**config.mk**
```make
export PLATFORM = sky130hd
export DESIGN_NAME = bcd_fib_inv_flat
export DESIGN_NICKNAME = d
export VERILOG_FILES = /design/src/rtl/bcd_fib_inv_pkg.sv /design/src/rtl/bcd_fib_inv_if.sv /design/src/rtl/bcd_fib_inv_bcd2bin_seq.sv /design/src/rtl/bcd_fib_inv.sv /design/src/flat_wrapper.sv
export SDC_FILE = /design/constraint.sdc
export NUM_CORES = 1
export LEC_CHECK = 0
export ABC_AREA = 1
export CAP_MARGIN = 20
export CORE_ASPECT_RATIO = 0.75
export CORE_MARGIN = 2
export CORE_UTILIZATION = 61
export DETAILED_ROUTE_END_ITERATION = 8
export PLACE_DENSITY = 0.91
export SETUP_SLACK_MARGIN = 0.02
export SYNTH_ARGS = -nofsm -noshare
export SYNTH_HDL_FRONTEND = slang
export SYNTH_SLANG_ARGS = --single-unit
```
**constraint.sdc**
```tcl
create_clock -name clk -period 2.3 [get_ports clk]
set_clock_uncertainty 0.15 [all_clocks]
set_input_delay 0.46 -clock clk [delete_from_list [all_inputs] [get_ports clk]]
set_output_delay 0.46 -clock clk [all_outputs]
set_load 0.03 [all_outputs]
```
**src/rtl/bcd_fib_inv_pkg.sv**
```systemverilog
// Shared types, widths and step helpers for the BCD inverse-Fibonacci block.
// Conversion steps are pure functions so the FSM stays readable.
package bcd_fib_inv_pkg;

  localparam int BIN_W = 14;
  localparam int FIB_W = 15;
  localparam int IDX_W = 5;
  localparam int DD_W  = 8 + IDX_W;

  localparam logic [3:0] C3 = 4'd3;
  localparam logic [3:0] C4 = 4'd4;
  localparam logic [3:0] C8 = 4'd8;

  typedef enum logic [2:0] {
    S_IDLE,
    S_BCD2BIN,
    S_SEARCH,
    S_BIN2BCD,
    S_DONE
  } state_t;

  // {bcd[15:0], bin[15:0]} >> 1, then pull BCD nibbles >= 8 down by 3
  function automatic logic [31:0] b2b_step(
    input logic [31:0] x
  );
    logic [31:0] y;
    y = x >> 1;
    for (int i = 0; i < 4; i++) begin
      if (y[16+4*i +: 4] >= C8)
        y[16+4*i +: 4] = y[16+4*i +: 4] - C3;
    end
    return y;
  endfunction

  // {tens, units, idx}: add 3 to digits > 4, then shift left
  function automatic logic [DD_W-1:0] dd_step(
    input logic [DD_W-1:0] x
  );
    logic [DD_W-1:0] y;
    y = x;
    for (int i = 0; i < 2; i++) begin
      if (y[IDX_W+4*i +: 4] > C4)
        y[IDX_W+4*i +: 4] = y[IDX_W+4*i +: 4] + C3;
    end
    return y << 1;
  endfunction

endpackage

```
**src/rtl/bcd_fib_inv_if.sv**
```systemverilog
// Front-panel request/result bundle for the inverse-Fibonacci block.
// master drives the request, slave is the block itself.
interface bcd_fib_inv_if;

  logic       start;
  logic [3:0] bcd3;
  logic [3:0] bcd2;
  logic [3:0] bcd1;
  logic [3:0] bcd0;
  logic       ready;
  logic       done_tick;
  logic [3:0] idx_bcd1;
  logic [3:0] idx_bcd0;
  logic       exact;
  logic       err;

  modport master (
    output start, bcd3, bcd2, bcd1, bcd0,
    input  ready, done_tick, idx_bcd1,
    input  idx_bcd0, exact, err
  );

  modport slave (
    input  start, bcd3, bcd2, bcd1, bcd0,
    output ready, done_tick, idx_bcd1,
    output idx_bcd0, exact, err
  );

endinterface

```
**src/rtl/bcd_fib_inv_bcd2bin_seq.sv**
```systemverilog
// 16-cycle serial BCD to binary converter (shift right, subtract 3).
// o_done is high during the cycle whose edge makes the last shift.
module bcd2bin_seq
  import bcd_fib_inv_pkg::*;
(
  input  logic             clk,
  input  logic             reset_n,
  input  logic             i_start,
  input  logic [15:0]      i_bcd,
  output logic             o_done,
  output logic [BIN_W-1:0] o_bin
);

  logic [31:0] r_sh;
  logic [4:0]  r_cnt;

  // load on start, then one shift/correct step per cycle
  always_ff @(posedge clk or negedge reset_n) begin
    if (!reset_n) begin
      r_sh  <= '0;
      r_cnt <= '0;
    end else if (i_start) begin
      r_sh  <= {i_bcd, 16'd0};
      r_cnt <= 5'd16;
    end else if (r_cnt != 5'd0) begin
      r_sh  <= b2b_step(r_sh);
      r_cnt <= r_cnt - 5'd1;
    end
  end

  assign o_done = (r_cnt == 5'd1);
  assign o_bin  = r_sh[BIN_W-1:0];

endmodule

```
**src/rtl/bcd_fib_inv.sv**
```systemverilog
// Inverse Fibonacci with BCD I/O: largest n with fib(n) <= V.
// BCD->bin, step Fibonacci pairs until past V, idx back to BCD.
module bcd_fib_inv
  import bcd_fib_inv_pkg::*;
(
  input logic           clk,
  input logic           reset_n,
  bcd_fib_inv_if.slave  bus
);

  state_t            r_state;
  state_t            w_next;
  logic              w_cvt_go;
  logic              w_cvt_done;
  logic              w_bad;
  logic              w_over;
  logic [15:0]       w_bcd;
  logic [BIN_W-1:0]  w_bin;
  logic [DD_W-1:0]   w_dd_nx;

  logic [FIB_W-1:0]  r_fcur;
  logic [FIB_W-1:0]  r_fnxt;
  logic [IDX_W-1:0]  r_k;
  logic [DD_W-1:0]   r_dd;
  logic [2:0]        r_cnt;
  logic              r_ready;
  logic              r_done;
  logic [3:0]        r_idx1;
  logic [3:0]        r_idx0;
  logic              r_exact;
  logic              r_err;

  assign w_bcd   = {bus.bcd3, bus.bcd2, bus.bcd1, bus.bcd0};
  assign w_bad   = (bus.bcd3 > 4'd9) || (bus.bcd2 > 4'd9) ||
                   (bus.bcd1 > 4'd9) || (bus.bcd0 > 4'd9);
  assign w_over  = (r_fnxt > {1'b0, w_bin});
  assign w_dd_nx = dd_step(r_dd);

  bcd2bin_seq u_cvt (
    .clk     (clk),
    .reset_n (reset_n),
    .i_start (w_cvt_go),
    .i_bcd   (w_bcd),
    .o_done  (w_cvt_done),
    .o_bin   (w_bin)
  );

  // state register
  always_ff @(posedge clk or negedge reset_n) begin
    if (!reset_n) r_state <= S_IDLE;
    else          r_state <= w_next;
  end

  // next state and converter kick-off
  always_comb begin
    w_next   = r_state;
    w_cvt_go = 1'b0;
    unique case (r_state)
      S_IDLE: begin
        if (bus.start) begin
          if (w_bad) begin
            w_next = S_DONE;
          end else begin
            w_next   = S_BCD2BIN;
            w_cvt_go = 1'b1;
          end
        end
      end
      S_BCD2BIN: if (w_cvt_done) w_next = S_SEARCH;
      S_SEARCH:  if (w_over) w_next = S_BIN2BCD;
      S_BIN2BCD: if (r_cnt == 3'd1) w_next = S_DONE;
      S_DONE:    w_next = S_IDLE;
      default:   w_next = S_IDLE;
    endcase
  end

  // datapath and registered outputs
  always_ff @(posedge clk or negedge reset_n) begin
    if (!reset_n) begin
      r_fcur  <= '0;
      r_fnxt  <= '0;
      r_k     <= '0;
      r_dd    <= '0;
      r_cnt   <= '0;
      r_ready <= 1'b1;
      r_done  <= 1'b0;
      r_idx1  <= '0;
      r_idx0  <= '0;
      r_exact <= 1'b0;
      r_err   <= 1'b0;
    end else begin
      r_ready <= (w_next == S_IDLE);
      r_done  <= (w_next == S_DONE);
      unique case (r_state)
        S_IDLE: begin
          if (bus.start) begin
            r_idx1  <= '0;
            r_idx0  <= '0;
            r_exact <= 1'b0;
            r_err   <= w_bad;
          end
        end
        S_BCD2BIN: begin
          if (w_cvt_done) begin
            r_fcur <= '0;
            r_fnxt <= {{(FIB_W-1){1'b0}}, 1'b1};
            r_k    <= '0;
          end
        end
        S_SEARCH: begin
          if (w_over) begin
            r_exact <= (r_fcur == {1'b0, w_bin});
            r_dd    <= {8'd0, r_k};
            r_cnt   <= 3'd5;
          end else begin
            r_fcur <= r_fnxt;
            r_fnxt <= r_fcur + r_fnxt;
            r_k    <= r_k + 1'b1;
          end
        end
        S_BIN2BCD: begin
          r_dd  <= w_dd_nx;
          r_cnt <= r_cnt - 3'd1;
          if (r_cnt == 3'd1) begin
            r_idx1 <= w_dd_nx[DD_W-1 -: 4];
            r_idx0 <= w_dd_nx[IDX_W +: 4];
          end
        end
        default: ;
      endcase
    end
  end

  assign bus.ready     = r_ready;
  assign bus.done_tick = r_done;
  assign bus.idx_bcd1  = r_idx1;
  assign bus.idx_bcd0  = r_idx0;
  assign bus.exact     = r_exact;
  assign bus.err       = r_err;

endmodule

```
**src/flat_wrapper.sv**
```systemverilog
// flat-port wrapper written by rule: the top's interface ports become plain ports
module bcd_fib_inv_flat import bcd_fib_inv_pkg::*;
  (clk, reset_n, bus_start, bus_bcd3, bus_bcd2, bus_bcd1, bus_bcd0, bus_ready, bus_done_tick, bus_idx_bcd1, bus_idx_bcd0, bus_exact, bus_err);
  bcd_fib_inv_if bus_i ();
  input logic clk;
  input logic reset_n;
  input wire logic [$bits(bus_i.start)-1:0] bus_start;
  input wire logic [$bits(bus_i.bcd3)-1:0] bus_bcd3;
  input wire logic [$bits(bus_i.bcd2)-1:0] bus_bcd2;
  input wire logic [$bits(bus_i.bcd1)-1:0] bus_bcd1;
  input wire logic [$bits(bus_i.bcd0)-1:0] bus_bcd0;
  output wire logic [$bits(bus_i.ready)-1:0] bus_ready;
  output wire logic [$bits(bus_i.done_tick)-1:0] bus_done_tick;
  output wire logic [$bits(bus_i.idx_bcd1)-1:0] bus_idx_bcd1;
  output wire logic [$bits(bus_i.idx_bcd0)-1:0] bus_idx_bcd0;
  output wire logic [$bits(bus_i.exact)-1:0] bus_exact;
  output wire logic [$bits(bus_i.err)-1:0] bus_err;
  assign bus_i.start = bus_start;
  assign bus_i.bcd3 = bus_bcd3;
  assign bus_i.bcd2 = bus_bcd2;
  assign bus_i.bcd1 = bus_bcd1;
  assign bus_i.bcd0 = bus_bcd0;
  assign bus_ready = bus_i.ready;
  assign bus_done_tick = bus_i.done_tick;
  assign bus_idx_bcd1 = bus_i.idx_bcd1;
  assign bus_idx_bcd0 = bus_i.idx_bcd0;
  assign bus_exact = bus_i.exact;
  assign bus_err = bus_i.err;
  bcd_fib_inv u_core (.clk(clk), .reset_n(reset_n), .bus(bus_i));
endmodule
```
# Word level (Yosys, flattened, before mapping)
# Cells that the tools add are included.
op_classes:
  n_reduce_logical: 16
  add_sub_neg: 10
  order_cmp: 11
  n_eq_ne: 12
  mux: 40
ops:
  columns: ["cell", "count"]
  rows:
  - ["two-way mux 32 bit", 2]
  - ["two-way mux 15 bit", 4]
  - ["case mux 15 bit (2 select lines)", 2]
  - ["two-way mux 4 bit", 8]
  - ["case mux 13 bit (2 select lines)", 1]
  - ["two-way mux 3 bit", 7]
  - ["two-way mux 5 bit", 4]
  - ["greater-than comparator 4 bit, second input constant", 4]
  - ["case mux 4 bit (2 select lines)", 2]
  - ["adder 15 bit", 1]
  - ["equality test 15 x 14 -> 1 bit", 1]
  - ["greater-than comparator 15 x 14 -> 1 bit", 1]
  - ["two-way mux 13 bit", 1]
  - [">= comparator 4 bit, second input constant", 3]
  - ["case mux 3 bit (4 select lines)", 1]
  - ["subtractor 4 x 2 -> 4 bit, second input constant", 3]
  - ["case mux 5 bit (2 select lines)", 1]
  - ["nonzero test 2 bit", 5]
  - ["AND reduction 3 bit", 3]
  - ["greater-than comparator 4 x 3 -> 1 bit, second input constant", 2]
  - ["equality test 3 x 1 -> 1 bit, second input constant", 2]
  - ["equality test 3 x 2 -> 1 bit, second input constant", 2]
  - ["zero test 3 bit", 2]
  - ["!= test 2 bit, second input constant", 3]
  - ["16 further kinds", 24]
word_totals:
  ff_bits: 103
  word_cells: 103
  out_inout_bits: 12
  inputBits: 19

# Longest topological paths before layout
# Gate-level depths: netlist of run 1.
logic_depth:
  ltp_word: 8
  mapped_depth: 14
  mapped_depth_nobuf: 13

# Modules after synthesis
# From an unflattened synthesis of run 1, not the netlist that was laid out.
hier_totals:
  hier_cells: 882
  area_unflattened_um2: 6513.7
by_module_without_submodules:
  columns: ["mod", "area_per_inst_um2", "n_inst", "seq_area_each_um2", "cells_each"]
  rows:
  - ["bcd_fib_inv", 4474.3, 1, 1652.8, 615]
  - ["bcd2bin_seq", 2039.5, 1, 925.9, 267]

# Worst setup path before layout of run 1
# Ideal clock, no wire load.
synth_timing:
  path_type: "flip-flop to flip-flop"
  start: "register u_core.r_fnxt[0]"
  end: "register u_core.r_fnxt[8]"
  required_time_ns: 2.033
  arrival_ns: 1.761
  slack_ns: 0.272
  stages_incl_launch_ff: 10
  period_less_slack_ns: 2.028
  setup_ns: 0.117
  n_path_buf: 0
  cell_sequence: "dfrtp_1 ha_1 fa_1 nand3_1 nand3_1 a21oi_1 xor2_1 inv_1 nand2_1 nand2_1"
synth_between:
  elab_chain_cells: 3
synth_rtl:
  columns: ["item", "line", "source"]
  rows:
  - ["start, declared", "bcd_fib_inv.sv:22", "logic [FIB_W-1:0] r_fnxt;"]
  - ["start signal, assigned", "bcd_fib_inv.sv:106", "r_fnxt <= {{(FIB_W-1){1'b0}}, 1'b1};"]
  - ["start signal, assigned", "bcd_fib_inv.sv:117", "r_fnxt <= r_fcur + r_fnxt;"]
  - ["adder 15 bit or greater-than comparator 15 x 14 -> 1 bit (tied branches)", "bcd_fib_inv.sv:117, bcd_fib_inv.sv:36", null]
  - ["two-way mux 15 bit or != test 2 bit (tied branches)", null, null]
  - ["case mux 15 bit (2 select lines) or AND reduction 3 bit (tied branches)", null, null]
# Several ways; a longest one is shown, not always the timed one. The select of a mux whose other input is x is not followed.
# A chain may end at the register's enable or synchronous reset.

# Final worst setup path of run 1
layout_timing:
  start: "register u_core.u_cvt.r_sh[10]"
  end: "register u_core.r_dd[2]"
layout_between:
  elab_chain_cells: 3
layout_rtl:
  columns: ["item", "line", "source"]
  rows:
  - ["start, declared", "bcd_fib_inv_bcd2bin_seq.sv:14", "logic [31:0] r_sh;"]
  - ["start signal, assigned", "bcd_fib_inv_bcd2bin_seq.sv:23", "r_sh <= {i_bcd, 16'd0};"]
  - ["start signal, assigned", "bcd_fib_inv_bcd2bin_seq.sv:26", "r_sh <= b2b_step(r_sh);"]
  - ["greater-than comparator 15 x 14 -> 1 bit", "bcd_fib_inv.sv:36", "assign w_over = (r_fnxt > {1'b0, w_bin});"]
  - ["!= test 2 x 1 -> 1 bit (no line)", null, null]
  - ["AND reduction 2 bit (no line)", null, null]
  - ["end signal, assigned", "bcd_fib_inv.sv:113", "r_dd <= {8'd0, r_k};"]
  - ["end signal, assigned", "bcd_fib_inv.sv:122", "r_dd <= w_dd_nx;"]
  - ["end, declared", "bcd_fib_inv.sv:24", "logic [DD_W-1:0] r_dd;"]
# Every way passes these cells.

==> results.json, run 1 <==
{
  "status": "finished, final reports clean",
  "setup-tns-final_ns": 0,
  "synth_cells": 856,
  "fin_nets": 963,
  "synth_commonest_cells": "304 x nand2_1, 112 x inv_1, 102 x dfrtp_1, 57 x nand3_1",
  "post-route-util_pct": 71.2,
  "insertion_delay_ns": 0.36,
  "nFillCells": 760,
  "slew_headroom_pct": 64.2,
  "grt_pass1_vias": 5576,
  "wl_um": 15100,
  "antenna_cells": 0,
  "cts_tree": "yes",
  "yosysMostFrequentCell": "nand2_1",
  "clockBufferDepth": 2,
  "min_path_type": "flip-flop to flip-flop",
  "synth_area_leaders": "dfrtp_1 40%, nand2_1 18%, ha_1 8.0%, inv_1 6.6%, nand3_1 4.5%",
  "initial_core_util_pct": 62.5,
  "grt_max_degree": 50,
  "slew_viol_final": 0,
  "cts_setup_buffers": 0,
  "port_buffers": 30,
  "async_reset_ff_share_pct": 100,
  "hold_viol": 0,
  "ant_nets": 0,
  "worst_ep_arrival_time_ns": 2.27,
  "p_leak_nw": 4.03,
  "place_ws_ns": -0.0766,
  "drt_iter0_drc": 480,
  "hpwl_um": 10400,
  "crit_type": "flip-flop to flip-flop",
  "synth_cell_types": 44,
  "yosysWarnings": 0,
  "vias": 5711,
  "synth.largest_area_cell": "dfrtp_1",
  "hold_depth": 2,
  "via_per_inst": 5.48,
  "post-route-min-period_ns": 2.17,
  "setup_viol": 0,
  "clkSinkCount": 103,
  "critPathLaunchType": "flip-flop",
  "ios": 31,
  "clk_pin_slew_worst_paths_ns": 0.08,
  "power_density_nw_per_um2": 861,
  "cap_viol_max_count": 0,
  "die-width_um": 122,
  "cp_data_required_time_ns": 2.40,
  "synth-seq-cells": 103,
  "crit_path_end_kind": "flip-flop",
  "area_growth_pct": 13.9,
  "synthesis.area_sq_um": 6410,
  "drt_first_pass_iters": 5,
  "antenna_found_initial": 0,
  "peakVddDrop_mv": 0.461,
  "worstMarginPinSlew_ns": 0.537,
  "grt_overflow": 0,
  "rows": 32,
  "worst-path-max-fanout": 20,
  "place_congestion": 0.974,
  "wire_per_inst_um": 14.5,
  "die_height_um": 92.8,
  "grt_first_pass_wirelength_um": 25900,
  "worstRegToRegCells": 12,
  "synth_area_per_cell_sq_um": 7.49,
  "synth_edf_count": 0,
  "postLayoutSetupSlackWorst_ns": 0.132,
  "finalCritPeriodShare_pct": 94.3,
  "cts-root-buf": "clkbuf_16",
  "cts_buffers": 9,
  "core_sq_um": 10200,
  "die-area_sq_um": 11300,
  "htreeDepth": 3,
  "drc": 0,
  "ys.flop_type": "dfrtp_1",
  "rsz0062_at_grt": "yes",
  "synthDominantCellAreaShare_pct": 39.8,
  "fmax_ghz": 0.461,
  "drive_gt1_share_pct": 8.49,
  "seq_area_frac_synth_pct": 40.2,
  "syn-num-nets": 917,
  "track_usage_pct": 28.9
}
through the flow:
step                instance area [sq um]  power (mW)  hold WS [ns]  cells
finish                               7300        6.28         0.339   1043
global route                         7300        6.72         0.375   1043
CTS                                  7280        6.27         0.343   1043
detailed placement                   6970        4.62         0.322   1026
global placement                     6970        4.48         0.315   1026
floorplan                            6410        4.02        0.0144    856
per-layer routing:
layer	global-route usage (%)	vias to the layer above	wire length [um]
met2	46.8	217	7080
met1	38.3	2658	6720
met5	0	-	0
met3	5.48	42	980
li1	-	2794	-
met4	11.1	0	360
registers in the layout, indices dropped and copies added (netlist names), 3 cells and up:
signal,flops
u_core.bus.idx_bcd1,4
u_core.r_fnxt,15
u_core.r_dd,13
u_core.bus.idx_bcd0,4
u_core.r_cnt,3
u_core.r_k,5
u_core.u_cvt.r_sh,32
u_core.r_state,3
u_core.r_fcur,15
u_core.u_cvt.r_cnt,5
logic make-up (layout without fill, tap and decap cells):
group | count (synthesis) | in the layout | synth area share (%)
buffers and inverters | 140 | 191 | 9.29
AO/OA/AOI/OAI | 98 | 98 | 8.65
XOR/XNOR | 21 | 21 | 2.87
adder cells (fa/ha/maj) | 42 | 42 | 8.32
flip-flops | 103 | 103 | 40.2
AND/OR/NAND/NOR | 452 | 452 | 30.6
cells in the final DEF, fill, tap and decap left out, drive strengths merged:
master / count
a211oi: 1
a21oi: 23
and2: 1
buf: 27
bufinv: 1
clkbuf: 10
clkdlybuf4s50: 29
clkinv: 2
dfrtp: 102
dfstp: 1
dlygate4sd3: 1
fa: 1
ha: 41
inv: 121
nand2: 309
nand3: 59
nand3b: 1
nand4: 14
nor2: 53
nor3: 10
nor3b: 1
o2111ai: 1
o211ai: 6
o21a: 1
o21ai: 62
o21bai: 1
o22ai: 3
or2: 4
xnor2: 7
xor2: 14
final timing paths:
kind	start	slack (ns)	to
setup reg to reg	u_core.u_cvt.r_sh[10]$_DFFE_PN0P_	0.13	u_core.r_dd[2]$_DFFE_PN0P_
setup / recovery	u_core.u_cvt.r_sh[10]$_DFFE_PN0P_	0.13	u_core.r_dd[2]$_DFFE_PN0P_
hold / removal	u_core.bus.idx_bcd0[3]$_DFFE_PN0P_	0.34	u_core.bus.idx_bcd0[3]$_DFFE_PN0P_
max in group asynchronous	reset_n	0.86	u_core.bus.ready$_DFF_PN1_
min in group asynchronous	reset_n	0.47	u_core.u_cvt.r_sh[25]$_DFFE_PN0P_
hold reg to reg	u_core.bus.idx_bcd0[3]$_DFFE_PN0P_	0.34	u_core.bus.idx_bcd0[3]$_DFFE_PN0P_
report_power, final:
| group | switching, mW | internal [mW] |
|---|---|---|
| Clock | 0.733 | 0.865 |
| Combinational | 1.37 | 0.826 |
| Sequential | 0.310 | 2.18 |
| Total | 2.41 | 3.87 |
layout make-up:
cell class                      count  area, sq um  area share, %
Sequential cell                   103         2580           35.3
Inverter                          118          443           6.07
Clock buffer                       10          229           3.14
Clock inverter                      6         76.3           1.05
Tap cell                          136          170           2.33
Multi-Input combinational cell    613         3250           44.5
Timing Repair Buffer               57          553           7.58
critical path: stages (launching register included):
cell and delay (ns):
dfrtp_1 0.39, inv_1 0.09, ha_1 0.30, nand2_1 0.05, inv_1 0.06, nand3_1 0.11
nor2_4 0.14, nand4_4 0.17, nand3_2 0.17, buf_12 0.17, nand2_4 0.09, nand2_1 0.10
nand2_1 0.06
repair_timing:
item / CTS / global route
gates resized for setup: 0 / 3
hold buffers: 1 / 0
endpoints found under the setup margin: 0 / 31
hold endpoints to repair: 39 / 0
(Power assumes the default switching activity.)
==> run 2: changes to the inputs <==
- GPL_ROUTABILITY_DRIVEN: not set -> 0
==> results of run 2 <==
No change in the layout: final DEF, timing and power equal those of run 1.
